### config.mk
export PLATFORM = sky130hd
export DESIGN_NAME = mask_stream_rx
export DESIGN_NICKNAME = d
export VERILOG_FILES = /design/src/rtl/mask_stream_rx.sv
export SDC_FILE = /design/constraint.sdc
export NUM_CORES = 1
export LEC_CHECK = 0
export BUFFER_PORTS_ARGS = -buffer_cell sky130_fd_sc_hd__buf_2
export CAP_MARGIN = 20
export CORE_UTILIZATION = 60
export CTS_CLUSTER_DIAMETER = 30
export DETAILED_ROUTE_END_ITERATION = 10
export PLACE_DENSITY_LB_ADDON = 0.05
export SETUP_SLACK_MARGIN = 0.05
export SKIP_LAST_GASP = 1
export SLEW_MARGIN = 20
export SYNTH_ARGS = -nofsm -noshare
export SYNTH_HDL_FRONTEND = slang
export SYNTH_SLANG_ARGS = --single-unit
### constraint.sdc
create_clock -name i_sys_clk -period 3.81 [get_ports i_sys_clk]
set_clock_uncertainty 0.1 [all_clocks]
set_input_delay 0.1905 -clock i_sys_clk [delete_from_list [all_inputs] [get_ports i_sys_clk]]
set_output_delay 0.1905 -clock i_sys_clk [all_outputs]
set_load 0.02 [all_outputs]
### src/rtl/mask_stream_rx.sv
// Receive side of the 3-channel contrast stream: composes a display pixel per beat,
// buffers it toward a back-pressured AXI-Stream sink, checks frame geometry and
// reports per-frame mask/saturation pixel counts.
module mask_stream_rx #(
  parameter int unsigned DATA_WIDTH = 8,
  parameter int unsigned IMG_WIDTH  = 640,
  parameter int unsigned IMG_HEIGHT = 480,
  parameter int unsigned FIFO_DEPTH = 16,
  parameter int unsigned CNT_WIDTH  = 20
) (
  input  logic                      i_sys_clk,
  input  logic                      i_sys_aresetn,
  input  logic [1:0]                overlay_mode,
  input  logic [DATA_WIDTH-1:0]     mask_color,
  input  logic                      clear_errors,
  input  logic [3*DATA_WIDTH-1:0]   s_axis_tdata,
  input  logic                      s_axis_tvalid,
  input  logic                      s_axis_tuser,
  input  logic                      s_axis_tlast,
  output logic                      s_axis_tready,
  output logic [DATA_WIDTH-1:0]     m_axis_tdata,
  output logic                      m_axis_tvalid,
  output logic                      m_axis_tuser,
  output logic                      m_axis_tlast,
  input  logic                      m_axis_tready,
  output logic [CNT_WIDTH-1:0]      frame_mask_cnt,
  output logic [CNT_WIDTH-1:0]      frame_sat_cnt,
  output logic                      frame_stats_valid,
  output logic                      err_sof,
  output logic                      err_eol_early,
  output logic                      err_eol_late,
  output logic                      fifo_overflow
);

  localparam int unsigned DW     = DATA_WIDTH;
  localparam int unsigned AW     = (FIFO_DEPTH > 2) ? $clog2(FIFO_DEPTH) : 1;
  localparam int unsigned PIX_W  = $clog2(IMG_WIDTH) + 1;
  localparam int unsigned LINE_W = $clog2(IMG_HEIGHT) + 1;
  localparam int unsigned ENT_W  = DW + 2;

  localparam logic [CNT_WIDTH-1:0] CNT_MAX   = {CNT_WIDTH{1'b1}};
  localparam logic [PIX_W-1:0]     PIX_LAST  = PIX_W'(IMG_WIDTH - 1);
  localparam logic [LINE_W-1:0]    LINE_LAST = LINE_W'(IMG_HEIGHT - 1);
  localparam logic [AW:0]          FIFO_FULL = (AW + 1)'(FIFO_DEPTH);

  typedef enum logic [0:0] {WAIT_SOF = 1'b0, IN_FRAME = 1'b1} state_t;

  logic              accept;
  logic              mask_hit;
  logic              sat_hit;
  logic [DW-1:0]     orig;
  logic [DW-1:0]     mask_ch;
  logic [DW-1:0]     pix_c;

  logic              stg_valid;
  logic [ENT_W-1:0]  stg_entry;

  logic [ENT_W-1:0]  mem [FIFO_DEPTH];
  logic [AW-1:0]     wr_ptr;
  logic [AW-1:0]     rd_ptr;
  logic [AW:0]       count;
  logic              fifo_empty;
  logic              fifo_full;
  logic              push;
  logic              pop;
  logic              drop;

  state_t            state;
  logic [PIX_W-1:0]  pix_cnt;
  logic [LINE_W-1:0] line_cnt;
  logic [CNT_WIDTH-1:0] acc_mask;
  logic [CNT_WIDTH-1:0] acc_sat;

  logic [PIX_W-1:0]  cur_pix;
  logic [LINE_W-1:0] cur_line;
  logic [CNT_WIDTH-1:0] base_mask;
  logic [CNT_WIDTH-1:0] base_sat;
  logic [CNT_WIDTH-1:0] acc_mask_nxt;
  logic [CNT_WIDTH-1:0] acc_sat_nxt;
  logic              last_pix;
  logic              last_line;
  logic              frame_beat;
  logic              set_sof;
  logic              set_early;
  logic              set_late;

  assign accept   = s_axis_tvalid & s_axis_tready;
  assign orig     = s_axis_tdata[DW-1:0];
  assign mask_ch  = s_axis_tdata[2*DW-1:DW];
  assign mask_hit = &mask_ch;
  assign sat_hit  = |s_axis_tdata[3*DW-1:2*DW];

  // Pixel composition for the selected overlay mode.
  always_comb begin
    pix_c = orig;
    case (overlay_mode)
      2'd0:    pix_c = orig;
      2'd1:    pix_c = mask_ch;
      2'd2:    pix_c = sat_hit ? {DW{1'b1}} : (mask_hit ? mask_color : orig);
      default: pix_c = sat_hit ? '0 : orig;
    endcase
  end

  // Ready rises on the first edge after reset release; upstream is never stalled.
  always_ff @(posedge i_sys_clk or negedge i_sys_aresetn) begin
    if (!i_sys_aresetn) s_axis_tready <= 1'b0;
    else                s_axis_tready <= 1'b1;
  end

  // Composition stage: registered at the acceptance edge.
  always_ff @(posedge i_sys_clk or negedge i_sys_aresetn) begin
    if (!i_sys_aresetn) begin
      stg_valid <= 1'b0;
      stg_entry <= '0;
    end else begin
      stg_valid <= accept;
      if (accept) stg_entry <= {s_axis_tuser, s_axis_tlast, pix_c};
    end
  end

  assign fifo_empty = (count == '0);
  assign fifo_full  = (count == FIFO_FULL);
  assign pop        = ~fifo_empty & m_axis_tready;
  assign push       = stg_valid & (~fifo_full | pop);
  assign drop       = stg_valid & fifo_full & ~pop;

  // FIFO storage, cleared on reset so the idle output reads zero.
  always_ff @(posedge i_sys_clk or negedge i_sys_aresetn) begin
    if (!i_sys_aresetn) begin
      for (int unsigned i = 0; i < FIFO_DEPTH; i++) mem[i] <= '0;
    end else if (push) begin
      mem[wr_ptr] <= stg_entry;
    end
  end

  // FIFO pointers and occupancy.
  always_ff @(posedge i_sys_clk or negedge i_sys_aresetn) begin
    if (!i_sys_aresetn) begin
      wr_ptr <= '0;
      rd_ptr <= '0;
      count  <= '0;
    end else begin
      if (push) wr_ptr <= wr_ptr + AW'(1);
      if (pop)  rd_ptr <= rd_ptr + AW'(1);
      case ({push, pop})
        2'b10:   count <= count + (AW + 1)'(1);
        2'b01:   count <= count - (AW + 1)'(1);
        default: count <= count;
      endcase
    end
  end

  assign m_axis_tvalid = ~fifo_empty;
  assign {m_axis_tuser, m_axis_tlast, m_axis_tdata} = mem[rd_ptr];

  // Frame position and accumulators as seen by the current beat (tuser restarts).
  always_comb begin
    cur_pix   = pix_cnt;
    cur_line  = line_cnt;
    base_mask = acc_mask;
    base_sat  = acc_sat;
    if (s_axis_tuser) begin
      cur_pix   = '0;
      cur_line  = '0;
      base_mask = '0;
      base_sat  = '0;
    end
    acc_mask_nxt = (base_mask == CNT_MAX) ? base_mask : base_mask + CNT_WIDTH'(mask_hit);
    acc_sat_nxt  = (base_sat  == CNT_MAX) ? base_sat  : base_sat  + CNT_WIDTH'(sat_hit);
    last_pix   = (cur_pix == PIX_LAST);
    last_line  = (cur_line == LINE_LAST);
    frame_beat = accept & (s_axis_tuser | (state == IN_FRAME));
    set_sof    = accept & s_axis_tuser & (state == IN_FRAME);
    set_early  = frame_beat & s_axis_tlast & ~last_pix;
    set_late   = frame_beat & ~s_axis_tlast & last_pix;
  end

  // Framing FSM, per-frame statistics and sticky error flags.
  always_ff @(posedge i_sys_clk or negedge i_sys_aresetn) begin
    if (!i_sys_aresetn) begin
      state             <= WAIT_SOF;
      pix_cnt           <= '0;
      line_cnt          <= '0;
      acc_mask          <= '0;
      acc_sat           <= '0;
      frame_mask_cnt    <= '0;
      frame_sat_cnt     <= '0;
      frame_stats_valid <= 1'b0;
      err_sof           <= 1'b0;
      err_eol_early     <= 1'b0;
      err_eol_late      <= 1'b0;
      fifo_overflow     <= 1'b0;
    end else begin
      frame_stats_valid <= 1'b0;
      if (frame_beat) begin
        state    <= IN_FRAME;
        acc_mask <= acc_mask_nxt;
        acc_sat  <= acc_sat_nxt;
        if (s_axis_tlast) begin
          pix_cnt <= '0;
          if (last_line) begin
            frame_mask_cnt    <= acc_mask_nxt;
            frame_sat_cnt     <= acc_sat_nxt;
            frame_stats_valid <= 1'b1;
            line_cnt          <= '0;
            state             <= WAIT_SOF;
          end else begin
            line_cnt <= cur_line + LINE_W'(1);
          end
        end else begin
          pix_cnt  <= cur_pix + PIX_W'(1);
          line_cnt <= cur_line;
        end
      end
      err_sof       <= (err_sof       & ~clear_errors) | set_sof;
      err_eol_early <= (err_eol_early & ~clear_errors) | set_early;
      err_eol_late  <= (err_eol_late  & ~clear_errors) | set_late;
      fifo_overflow <= (fifo_overflow & ~clear_errors) | drop;
    end
  end

endmodule

==> flow_metrics.env <==
export IMPL_dieArea_sq_mm=0.0252
export IMPL_ys_seq_elements=292
export IMPL_leakagePower_uw=0.00808
export IMPL_multi_input_area_sq_mm=0.00711
export IMPL_htreeDepth=2
export IMPL_synth_top_area_frac=0.495
export IMPL_max_stage_delay_ns=0.73
export IMPL_postCtsHoldBufs=15
export IMPL_initial_core_util=0.609
export IMPL_syn_nets=1296
export IMPL_cts_setup_buffers=0
export IMPL_cts_tree="yes"
export IMPL_power_density_mw_per_mm2=719
export IMPL_port_buffer_count=97
export IMPL_cellInternalPower_uw=9070
export IMPL_grt_usage=0.278
export IMPL_critPathKind="register to output pin"
export IMPL_synthCells=1242
export IMPL_relSlewSlack=0.369
export IMPL_r2r_start="s_axis_tready"
export IMPL_cp_max_fo=28
export IMPL_finalCritPeriodShare=0.836
export IMPL_cap_violations=0
export IMPL_tightest_slew_ns=0.947
export IMPL_post_place_ws_ns=0.918
export IMPL_fill_cells=1657
export IMPL_rsz0062_at_grt="no"
export IMPL_layout_min_cycle_time_ns=3.18
export IMPL_drc=0
export IMPL_hp_start="s_axis_tdata[15]"
export IMPL_synth_edf_count=0
export IMPL_yosysTopAreaCell="dfrtp_1"
export IMPL_rr_worst_depth=9
export IMPL_std_cell_rows=57
export IMPL_grt_pass1_vias=10800
export IMPL_synth_async_reset_ratio=1.00
export IMPL_hp_class="input pin to register"
export IMPL_yosys_cell_types_count=79
export IMPL_dieWidth_microns=159
export IMPL_critPathMostFrequentCell="mux4_2"
export IMPL_cp_data_arrival_time_ns=2.89
export IMPL_nNetsFinal=1412
export IMPL_drive_gt1_frac=0.331
export IMPL_synth_main_ff_cell="dfrtp_1"
export IMPL_cp_start_kind="register"
export IMPL_yosys_top_cells_area="dfrtp_1, mux2_2, mux4_2"
export IMPL_place_detailed_hpwl_microns=21400
export IMPL_endpoint_kind="output pin"
export IMPL_crit_start="rd_ptr[0]"
export IMPL_finalWirelength_microns=33700
export IMPL_grt_pass1_wl_microns=56700
export IMPL_viasPerCell=6.06
export IMPL_cts_sinks=292
export IMPL_antenna_found_initial=0
export IMPL_cp_required_ns=3.52
export IMPL_areaGrowthSynthToFinish_pct=20.7
export IMPL_syn_avg_cell_area_sq_um=11.9
export IMPL_first_iter_violations=684
export IMPL_power_frac_clock=0.412
export IMPL_yosysWarnings=0
export IMPL_combPwrFrac=0.226
export IMPL_cts_reportedPaths_clkPinSlew_ns=0.05
export IMPL_clockRootBuffer="clkbuf_16"
export IMPL_routedWlPerCell_microns=19.5
export IMPL_boundaryPins=98
export IMPL_fin_ws_ns=0.626
export IMPL_insertion_delay_ns=0.58
export IMPL_register_area_sq_mm=0.00731
export IMPL_drtAntennaViolNets=0
export IMPL_ctsResizeCount=0
export IMPL_die_y_microns=159
export IMPL_r2r_slack_ns=0.94
export IMPL_final_cell_mix="dfrtp_1, mux2_2, nand2_1"
export IMPL_netlist_area_sq_mm=0.0148
export IMPL_synth_seq_area_share=0.495
export IMPL_whs_path_depth=4
export IMPL_coreArea_sq_mm=0.0242
export IMPL_n_antenna_cell=0
export IMPL_cts_buffer_depth=3
export IMPL_min_to="stg_entry[7]"
export IMPL_holdWs_ns=0.0195
export IMPL_cp_slowest_cell="dfrtp_2"
export IMPL_hold_violations=0
export IMPL_max_freq_ghz=0.314
export IMPL_final_common_cell="dfrtp_1"
export IMPL_switching_share=0.292
export IMPL_tns_ns=0
export IMPL_cts_inserted_buffers=59
export IMPL_setup_viol_count_final=0
export IMPL_switchingPower_uw=3740
export IMPL_crit_path_cell_trace="buf_12 -> mux4_2 -> mux4_2 -> buf_2"
export IMPL_outcome="finished, final reports clean"
export IMPL_drv_slew=0
export IMPL_overflow=0
export IMPL_r2r_end="stg_entry[6]"
export IMPL_vias=10500
export IMPL_dr_pass1_iters=5
export IMPL_pwr_share_seq=0.362
export IMPL_gp_congestion=0.856
export IMPL_peakVddDrop_mv=0.415
export IMPL_grt_max_degree=97
==> worst max-delay path by stage <==
stage	endpoint	slack (ns)	cells past startpoint
global placement	acc_mask[15]	0.98	10
detailed placement	frame_mask_cnt[15]	0.92	10
floorplan	acc_sat[18]	1.02	13
CTS	m_axis_tdata[3]	0.55	4
finish	m_axis_tdata[3]	0.63	4
global route	m_axis_tdata[3]	0.47	4
==> power by group through the flow <==
stage | clock, uW | sequential (uW) | combinational (uW)
floorplan | 0 | 4300 | 2410
global placement | 0 | 4590 | 2770
detailed placement | 0 | 4650 | 2860
CTS | 5350 | 4630 | 2910
global route | 5500 | 4750 | 3120
finish | 5280 | 4630 | 2890
==> synthesized netlist by cell type (6+ instances only) <==
cell        n
nor4_1     17
nand4_1    15
a221oi_1    7
xor2_1     21
a31oi_1    11
a221o_1    16
nor3_1     14
o22ai_1     9
dfrtp_1   292
nand2_1   120
o22a_1      7
nand2_2    12
xnor2_1    25
clkbuf_1   55
mux2_1      7
a22o_1      6
buf_2      11
nand4b_1    8
ha_1       13
inv_1      17
mux2i_1    15
o31ai_1     7
nor2b_1    38
o21ai_0    77
o21ai_1    12
mux4_2     50
nor2_1     40
mux2_2    159
nand3_1    36
and3_1     16
or4_1       6
a211oi_1    7
a21oi_1    14
==> registers in the layout (all words and copies together) (netlist names), 4 cells and up <==
register,count
acc_mask,20
acc_sat,20
count,5
frame_mask_cnt,20
frame_sat_cnt,20
line_cnt,10
mem,160
pix_cnt,11
rd_ptr,4
stg_entry,10
wr_ptr,4
==> per-stage QoR <==
| step | power, uW | area (sq um) | std cells | util |
|---|---|---|---|---|
| 3_5_place_dp | 7510 | 15600 | 1606 | 0.642 |
| 4_1_cts | 12900 | 17800 | 1730 | 0.734 |
| 2_1_floorplan | 6710 | 14800 | 1242 | - |
| 3_3_place_gp | 7360 | 15600 | 1606 | 0.642 |
| 5_1_grt | 13400 | 17800 | 1730 | 0.734 |
| 6_report | 12800 | 17800 | 1730 | 0.734 |
==> cell type report <==
type	instances	area share
Tap cell	324	0.0228
Inverter	20	0.00422
Clock buffer	70	0.0903
Timing Repair Buffer	125	0.0452
Clock inverter	39	0.0277
Sequential cell	292	0.410
Multi-Input combinational cell	860	0.399
==> routing by layer <==
| metal | up-vias | GRT usage | share of wire |
|---|---|---|---|
| met5 | - | 0 | 0 |
| met4 | 0 | 0.0865 | 0.023 |
| met3 | 68 | 0.0486 | 0.042 |
| met2 | 264 | 0.480 | 0.51 |
| met1 | 5291 | 0.358 | 0.43 |
| li1 | 4863 | - | - |
==> cells by family (layout without fill, tap and decap cells) <==
| family | count (synthesis) | in the layout | share of synthesized area |
|---|---|---|---|
| fa+ha+maj | 13 | 13 | 0.0110 |
| simple gates | 367 | 367 | 0.138 |
| buf+inv | 90 | 254 | 0.0238 |
| flops | 292 | 292 | 0.495 |
| xor+xnor | 46 | 46 | 0.0273 |
| mux | 231 | 231 | 0.213 |
| other cells | 1 | 1 | 0.000254 |
| compound gates | 202 | 202 | 0.0916 |
==> critical path: cells and delay by family (launching register included) <==
kind	cells	cell delay [ns]
buffers and inverters	2	0.49
DFF	1	0.73
muxes	2	1.08
No activity file was read; power rests on OpenSTA's default activity.
